--- config.mk ---
export PLATFORM = sky130hd
export DESIGN_NAME = cmd_frame_ctrl
export DESIGN_NICKNAME = d
export VERILOG_FILES = /design/src/rtl/cmd_pkg.sv /design/src/rtl/cmd_timeout_cnt.sv /design/src/rtl/cmd_frame_ctrl.sv
export SDC_FILE = /design/constraint.sdc
export NUM_CORES = 1
export LEC_CHECK = 0
export ABC_AREA = 1
export BUFFER_PORTS_ARGS = -buffer_cell sky130_fd_sc_hd__buf_4
export CAP_MARGIN = 20
export CORE_MARGIN = 10
export CORE_UTILIZATION = 55
export CTS_BUF_LIST = sky130_fd_sc_hd__clkbuf_8
export CTS_CLUSTER_DIAMETER = 100
export DETAILED_ROUTE_END_ITERATION = 6
export MAX_ROUTING_LAYER = met4
export PLACE_DENSITY = 0.76
export SETUP_SLACK_MARGIN = 0.15
export SYNTH_ARGS = -nofsm -noshare
export SYNTH_HDL_FRONTEND = slang
export SYNTH_SLANG_ARGS = --single-unit
--- constraint.sdc ---
create_clock -name clk -period 2.01 [get_ports clk]
set_input_delay 0.402 -clock clk [delete_from_list [all_inputs] [get_ports clk]]
set_output_delay 0.402 -clock clk [all_outputs]
set_load 0.01 [all_outputs]
--- src/rtl/cmd_pkg.sv ---
// Shared definitions for the UART command-frame path: FSM encoding and frame geometry.
package cmd_pkg;

    typedef enum logic [1:0] {
        ST_IDLE    = 2'd0,
        ST_COLLECT = 2'd1,
        ST_CHECK   = 2'd2,
        ST_HOLD    = 2'd3
    } state_e;

    localparam int         CMD_BYTES  = 6;
    localparam logic [7:0] HEADER_DEF = 8'hAA;

endpackage

--- src/rtl/cmd_timeout_cnt.sv ---
// Inter-byte stall counter: synchronous clear has priority over enable; tc_o flags the last allowed idle cycle.
module cmd_timeout_cnt #(
    parameter int TIMEOUT_CYC = 50000
) (
    input  logic clk,
    input  logic rst_n,
    input  logic clr_i,
    input  logic en_i,
    output logic tc_o
);

    localparam int CW = $clog2(TIMEOUT_CYC);

    logic [CW-1:0] cnt_q, cnt_d;

    always_comb begin
        cnt_d = cnt_q;
        if (clr_i) begin
            cnt_d = '0;
        end else if (en_i) begin
            cnt_d = cnt_q + CW'(1);
        end
    end

    always_ff @(posedge clk) begin
        if (!rst_n) begin
            cnt_q <= '0;
        end else begin
            cnt_q <= cnt_d;
        end
    end

    assign tc_o = (cnt_q == CW'(TIMEOUT_CYC - 1));

endmodule

--- src/rtl/cmd_frame_ctrl.sv ---
// Assembles HEADER + 6 payload bytes + checksum from a UART byte stream and drives the
// instruction decomposer's 48-bit bus with a HOLD_CYC-long enable per accepted frame.
module cmd_frame_ctrl
    import cmd_pkg::*;
#(
    parameter logic [7:0] HEADER      = HEADER_DEF,
    parameter int         TIMEOUT_CYC = 50000,
    parameter int         HOLD_CYC    = 4
) (
    input  logic        clk,
    input  logic        rst_n,
    input  logic [7:0]  rx_data,
    input  logic        rx_valid,
    output logic [47:0] cmd_data,
    output logic        cmd_en,
    output logic        cmd_strobe,
    output logic        busy,
    output logic        err_chk,
    output logic        err_timeout,
    output logic [7:0]  frame_cnt
);

    state_e      state_q, state_d;
    logic [47:0] payload_q, payload_d;
    logic [47:0] cmd_data_q, cmd_data_d;
    logic [7:0]  sum_q, sum_d;
    logic [2:0]  idx_q, idx_d;
    logic [7:0]  hold_q, hold_d;
    logic [7:0]  frame_cnt_q, frame_cnt_d;
    logic        cmd_en_q, cmd_en_d;
    logic        strobe_q, strobe_d;
    logic        busy_q, busy_d;
    logic        err_chk_q, err_chk_d;
    logic        err_to_q, err_to_d;

    logic        in_frame;
    logic        to_tc;

    // Stall timer only runs while a frame is partially received; any byte restarts it.
    assign in_frame = (state_q == ST_COLLECT) || (state_q == ST_CHECK);

    cmd_timeout_cnt #(
        .TIMEOUT_CYC(TIMEOUT_CYC)
    ) u_timeout (
        .clk  (clk),
        .rst_n(rst_n),
        .clr_i(rx_valid || !in_frame),
        .en_i (in_frame),
        .tc_o (to_tc)
    );

    always_comb begin
        state_d     = state_q;
        payload_d   = payload_q;
        cmd_data_d  = cmd_data_q;
        sum_d       = sum_q;
        idx_d       = idx_q;
        hold_d      = hold_q;
        frame_cnt_d = frame_cnt_q;
        cmd_en_d    = 1'b0;
        strobe_d    = 1'b0;
        err_chk_d   = 1'b0;
        err_to_d    = 1'b0;

        unique case (state_q)
            ST_IDLE: begin
                if (rx_valid && (rx_data == HEADER)) begin
                    state_d = ST_COLLECT;
                    idx_d   = '0;
                    sum_d   = '0;
                end
            end
            ST_COLLECT: begin
                if (rx_valid) begin
                    payload_d = {payload_q[39:0], rx_data};
                    sum_d     = sum_q + rx_data;
                    idx_d     = idx_q + 3'd1;
                    if (idx_q == 3'(CMD_BYTES - 1)) begin
                        state_d = ST_CHECK;
                    end
                end else if (to_tc) begin
                    err_to_d = 1'b1;
                    state_d  = ST_IDLE;
                end
            end
            ST_CHECK: begin
                if (rx_valid) begin
                    if (rx_data == sum_q) begin
                        cmd_data_d  = payload_q;
                        cmd_en_d    = 1'b1;
                        strobe_d    = 1'b1;
                        frame_cnt_d = frame_cnt_q + 8'd1;
                        hold_d      = '0;
                        state_d     = ST_HOLD;
                    end else begin
                        err_chk_d = 1'b1;
                        state_d   = ST_IDLE;
                    end
                end else if (to_tc) begin
                    err_to_d = 1'b1;
                    state_d  = ST_IDLE;
                end
            end
            ST_HOLD: begin
                // The entry edge already provided the first enable cycle.
                if (hold_q == 8'(HOLD_CYC - 1)) begin
                    state_d = ST_IDLE;
                end else begin
                    hold_d   = hold_q + 8'd1;
                    cmd_en_d = 1'b1;
                end
            end
            default: state_d = ST_IDLE;
        endcase

        busy_d = (state_d != ST_IDLE);
    end

    always_ff @(posedge clk) begin
        if (!rst_n) begin
            state_q     <= ST_IDLE;
            payload_q   <= '0;
            cmd_data_q  <= '0;
            sum_q       <= '0;
            idx_q       <= '0;
            hold_q      <= '0;
            frame_cnt_q <= '0;
            cmd_en_q    <= 1'b0;
            strobe_q    <= 1'b0;
            busy_q      <= 1'b0;
            err_chk_q   <= 1'b0;
            err_to_q    <= 1'b0;
        end else begin
            state_q     <= state_d;
            payload_q   <= payload_d;
            cmd_data_q  <= cmd_data_d;
            sum_q       <= sum_d;
            idx_q       <= idx_d;
            hold_q      <= hold_d;
            frame_cnt_q <= frame_cnt_d;
            cmd_en_q    <= cmd_en_d;
            strobe_q    <= strobe_d;
            busy_q      <= busy_d;
            err_chk_q   <= err_chk_d;
            err_to_q    <= err_to_d;
        end
    end

    assign cmd_data    = cmd_data_q;
    assign cmd_en      = cmd_en_q;
    assign cmd_strobe  = strobe_q;
    assign busy        = busy_q;
    assign err_chk     = err_chk_q;
    assign err_timeout = err_to_q;
    assign frame_cnt   = frame_cnt_q;

endmodule

-- Word-level counts from Yosys, hierarchy flattened
Index checks and enable logic that the tools add are counted.
- register bits after elaboration: 146
- latch bits: 0
- bits in writable memories: 0
- bits in read-only memories: 0
- bits of input ports: 11
- output and inout port bits: 61
- memories kept: 0
- add/subtract/negate cells: 5
- $mul: 0
- div/mod/pow operators: 0
- order comparisons: 0
- equal/unequal tests: 13
- shift operators: 0
- mux-type cells: 24
- bitwise gates (word level): 2
- reduce and logical (&&, ||, !) cells: 17
- operator list (cell ; count):
    2-to-1 mux 8 bit ; 5
    one-hot mux 8 bit (2 select lines) ; 2
    adder 16 x 1 -> 16 bit (second input constant) ; 1
    adder 8 x 1 -> 8 bit (second input constant) ; 2
    == test 16 bit (second input constant) ; 1
    2-to-1 mux 2 bit ; 7
    AND reduction 3 bit ; 3
    adder 8 bit ; 1
    == test 8 x 2 -> 1 bit (second input constant) ; 1
    == test 8 bit ; 1
    == test 8 bit (second input constant) ; 1
    != test 2 bit (second input constant) ; 4
    one-hot mux 2 bit (4 select lines) ; 1
    2-to-1 mux 3 bit ; 2
    one-hot mux 3 bit (2 select lines) ; 1
    nonzero test 2 bit ; 3
    2-to-1 mux 1 bit ; 5
    == test 2 bit (second input constant) ; 2
    AND reduction 2 bit ; 2
    AND reduction 4 bit ; 1
    OR reduction 2 bit ; 2
    adder 3 x 1 -> 3 bit (second input constant) ; 1
    == test 3 bit (second input constant) ; 1
    OR reduction 3 bit ; 1
    other kinds (8) ; 10

-- Depth between registers and ports, before layout
- word-level depth: 5
- depth in mapped cells: 12

-- Cells and area by module
A second synthesis with hierarchy kept.
- cells, all modules: 841
- area total of the unflattened synthesis: 6197.2 um2
- modules (own cells, without submodules) (module ; times used ; cells an instance ; area an instance (um2) ; sequential area each (um2)):
    cmd_frame_ctrl ; 1 ; 710 ; 5336.4 ; 2602.5
    cmd_timeout_cnt ; 1 ; 131 ; 860.8 ; 320.3

-- Least setup slack after synthesis
No wires, ideal clock.
- path kind: input -> register
- start point: input rx_data[5]
- end point: register cmd_data_q[22] (netlist: cmd_data[22])
- setup time: 116 ps
- data arrival time: 1636 ps
- path slack: 258 ps
- stages: 9
- path buffers: 2
- path through: ha_1 > nor3_2 > nand3_4 > inv_2 > nand2_4 > buf_8 > buf_8 > nor2_2 > nor2_1
- cells in the longest elaborated chain, start to end: 2
- RTL lines (what ; line ; RTL):
    start: declaration ; cmd_frame_ctrl.sv:12 ; input logic [7:0] rx_data,
    == test 8 bit ; cmd_frame_ctrl.sv:88 ; if (rx_data == sum_q) begin
    AND reduction 3 bit (no line) ; - ;
    end signal: assignment ; cmd_frame_ctrl.sv:136 ; cmd_data_q <= cmd_data_d;
    end: declaration ; cmd_frame_ctrl.sv:25 ; logic [47:0] cmd_data_q, cmd_data_d;
Every way passes these cells.
A chain may end at the register's enable or synchronous reset.

-- Worst setup path in the final report
- start point: register state_q[1]
- end point: register idx_q[1]
- cells in the longest elaborated chain, start to end: 3
- RTL lines (what ; line ; RTL):
    start: declaration ; cmd_frame_ctrl.sv:23 ; state_e state_q, state_d;
    start signal: assignment ; cmd_frame_ctrl.sv:134 ; state_q <= state_d;
    == test 2 x 1 -> 1 bit / logical NOT 2 bit (equally long branches) ; cmd_frame_ctrl.sv:65 ; unique case (state_q)
    != test 2 bit (no line) / nonzero test 2 bit (equally long branches) ; - ;
    AND reduction 3 bit (no line) ; - ;
    end signal: assignment ; cmd_frame_ctrl.sv:138 ; idx_q <= idx_d;
    end: declaration ; cmd_frame_ctrl.sv:27 ; logic [2:0] idx_q, idx_d;
Parallel ways exist; a longest one is shown, timed or not.

==> metrics.md <==
| Metric | Value |
|---|---|
| Outcome | `finished, final reports clean` |
| Die X | `127 um` |
| Rows | `38` |
| Synth Area in Adders | `3.51%` |
| Final WL | `14,500 um` |
| Share of cells above drive strength 1 | `18.2%` |
| MaxCap Viol Count | `0` |
| Largest net degree at the start of global routing | `107` |
| Crit path max fanout | `8` |
| Top cells by count, synth | `nor2_1 (210), dfxtp_1 (146), nand2_1 (117), o21ai_0 (113), inv_1 (58)` |
| Tmin final | `1.75 ns` |
| Die footprint | `16,100 um^2` |
| CTS tree | `yes` |
| Clk Latency, worst-skew pair | `0.45 ns` |
| Synth Area in Compound Gates | `12.6%` |
| Nets | `952` |
| Crit path capture type | `flop` |
| Post-Syn Area | `6280 um^2` |
| Seq/Total Area, Yosys | `46.5%` |
| Mapped Cells | `854` |
| Global-route wire length before repair | `25,000 um` |
| Via count of the first global-routing pass | `5,484` |
| Type of the tightest min-delay check | `primary input to flop` |
| Rel. slew slack | `60.7%` |
| Post-layout util | `68.0%` |
| Vias per inst | `5.25` |
| Die Span Y | `127 um` |
| Clock Skew | `0.00877 ns` |
| Pre-Repair DR Iteration Count | `5` |
| Input/output buffers | `71` |
| Final period utilization | `87.1%` |
| Mux share of post-synthesis cell area | `0%` |
| Top cell type's share of synthesized area | `46.5%` |
| Post-route setup TNS | `0 ns` |
| #FFs+latches synth | `146` |
| Worst setup SP type | `flop` |
| WP data required | `2.33 ns` |
| # fillers | `893` |
| PnR Total Power | `6.97 mW` |
| Initial Util | `56.9%` |
| Drc violations | `0` |
| Post-synthesis xor/xnor area fraction | `0.837%` |
| Clk root buf | `clkbuf_8` |
| Critical R2R Launch | `state_q[1]` |
| Multi-input gate area | `3000 um^2` |
| Simple-Gate Fraction of Synth Area | `29.7%` |
| RSZ-0062 raised after global routing | `no` |
| Synth Warn # | `0` |
| DR vias | `5,652` |
| Unique masters post-synth | `36` |
| Cts hold-fix bufs | `0` |
| EDFF count, synth | `0` |
| Drt wl/cell | `13.4 um` |
| Gpl congestion | `0.926` |
| Worst Tran Pin Value | `0.583 ns` |
| Static Leak | `3.35 nW` |
| WS Path Type | `flop to flop` |
| Routed Antenna Nets | `0` |
| Top FF cell, synth | `dfxtp_1` |
| H-Tree Depth | `4` |
| Gr usage total | `19.0%` |
| Post-route cell area | `7500 um^2` |
| Reg2Reg Setup Slack | `0.26 ns` |
| Main combinational cell family by area after synthesis | `simple AND/OR/NAND/NOR gates` |
| Synth area leader | `dfxtp_1` |
| Clock-pin slew on the worst setup and hold paths | `0.08 ns` |
| Core ar. | `11,000 um^2` |
| Initial antenna violation count | `0` |
| Hold Fails Final Rpt | `0` |
| DRT iter0 DRCs | `433` |
| Ranking of synthesized cells by area | `dfxtp_1 (47%), nor2_1 (13%), o21ai_0 (9.0%), nand2_1 (7.0%), inv_1 (3.5%)` |
| Placed cell area | `6960 um^2` |
| Worst path arrival time | `2.07 ns` |
| Origin of the worst min-delay path | `rx_data[6]` |
| Max VDD drop | `0.519 mV` |
| Worst setup path start | `state_q[1]` |
| Num Clock Sinks | `146` |
| CTS Buf Count | `17` |
| Top-Level Pins | `72` |
| Pins Over Slew Limit | `0` |
| Power per cell area | `929 nW/um^2` |
| Total congestion overflow | `0` |
| Net Count, Synth | `882` |
| Area growth syn-to-layout | `19.5%` |
| Clk buf depth | `2` |
| # setup viols final | `0` |
| Post-DP HPWL | `10,200 um` |
| Async SR Flop Fraction | `0%` |
| Reg area | `2930 um^2` |
| Syn Area/Cell | `7.35 um^2` |
| Cell with the most instances after synthesis | `nor2_1` |
| Fmax | `571 MHz` |
| Ant diodes | `0` |
[where the power goes]
part	total (mW)	leakage (nW)	switching [mW]	internal, mW
clock	2.65	0.239	1.06	1.60
combinational	1.03	1.93	0.635	0.398
sequential	3.28	1.18	0.174	3.11
total	6.97	3.35	1.87	5.10
[cell type report]
type	count	share of cell area, %
Timing Repair Buffer	87	9.47
Sequential cell	146	39.0
Clock buffer	21	3.85
Inverter	61	3.05
Clock inverter	10	2.40
Multi-Input combinational cell	611	39.9
Tap cell	140	2.33
[through the flow]
| step | cells | setup WS [ns] | hold slack (ns) |
|---|---|---|---|
| final | 1076 | 0.259 | 0.245 |
| after global routing | 1076 | 0.131 | 0.245 |
| after CTS | 1076 | 0.168 | 0.209 |
| after detailed placement | 1045 | 0.0291 | 0.462 |
| after global placement | 1045 | 0.0454 | 0.438 |
| after floorplan | 854 | 0.258 | 0.417 |
[layer usage]
layer / up-vias / part of all wire, % / global-route usage, %
li1: 2887 / - / -
met1: 2604 / 43 / 21.1
met2: 136 / 49 / 31.3
met3: 25 / 5.2 / 4.87
met4: 0 / 2.4 / 8.84
met5: - / 0 / -
[cell families after synthesis]
kind of cell    count (synthesis)
buf+inv                        97
fa+ha+maj                      17
compound gates                156
xor+xnor                        6
flops                         146
simple gates                  432
[what timing repair did]
item,4_1_cts,5_1_grt
pin swaps,0,1
setup buffers,0,0
cloned,0,0
resized for setup,2,18
setup endpoints to repair,2,47
[sequential cells by signal, indices dropped and copies added, names as in the netlist]
signal / flops
err_timeout: 1
cmd_en: 1
u_timeout.cnt_q: 16
payload_q: 48
cmd_strobe: 1
busy: 1
idx_q: 3
frame_cnt: 8
state_q: 2
hold_q: 8
cmd_data: 48
sum_q: 8
err_chk: 1
[final timing paths]
kind,to,depth (start not counted)
setup / recovery,idx_q[1],8
hold / removal,payload_q[6],3
setup reg to reg,idx_q[1],8
hold reg to reg,u_timeout.cnt_q[0],1
[layout by cell type (no fill, tap or decap), types with 3 or more instances in the layout]
cell / Yosys / routed
nor2_1: 210 / 208
nor3_2: 1 / 3
nor3b_1: 3 / 3
xnor2_1: 3 / 3
a21oi_1: 36 / 36
buf_12: 0 / 4
inv_1: 58 / 59
buf_4: 0 / 82
ha_1: 16 / 15
dfxtp_1: 146 / 144
nand4_1: 12 / 12
nand3_1: 30 / 30
nor2_2: 28 / 30
or2_2: 3 / 3
o21ai_0: 113 / 111
clkbuf_8: 0 / 21
xor2_1: 3 / 3
bufinv_16: 0 / 5
o21ai_1: 2 / 4
nand2_1: 117 / 116
nor3_1: 18 / 14
[worst max-delay path: stages, from the launching register on]
cell and delay (ns):
dfxtp_1 0.34, inv_1 0.18, ha_1 0.34, nor2_1 0.11, nor2_1 0.10, nand2_1 0.18, inv_2 0.17, nand2_1 0.07
nor3b_1 0.13
No activity file was read; power rests on OpenSTA's default activity.
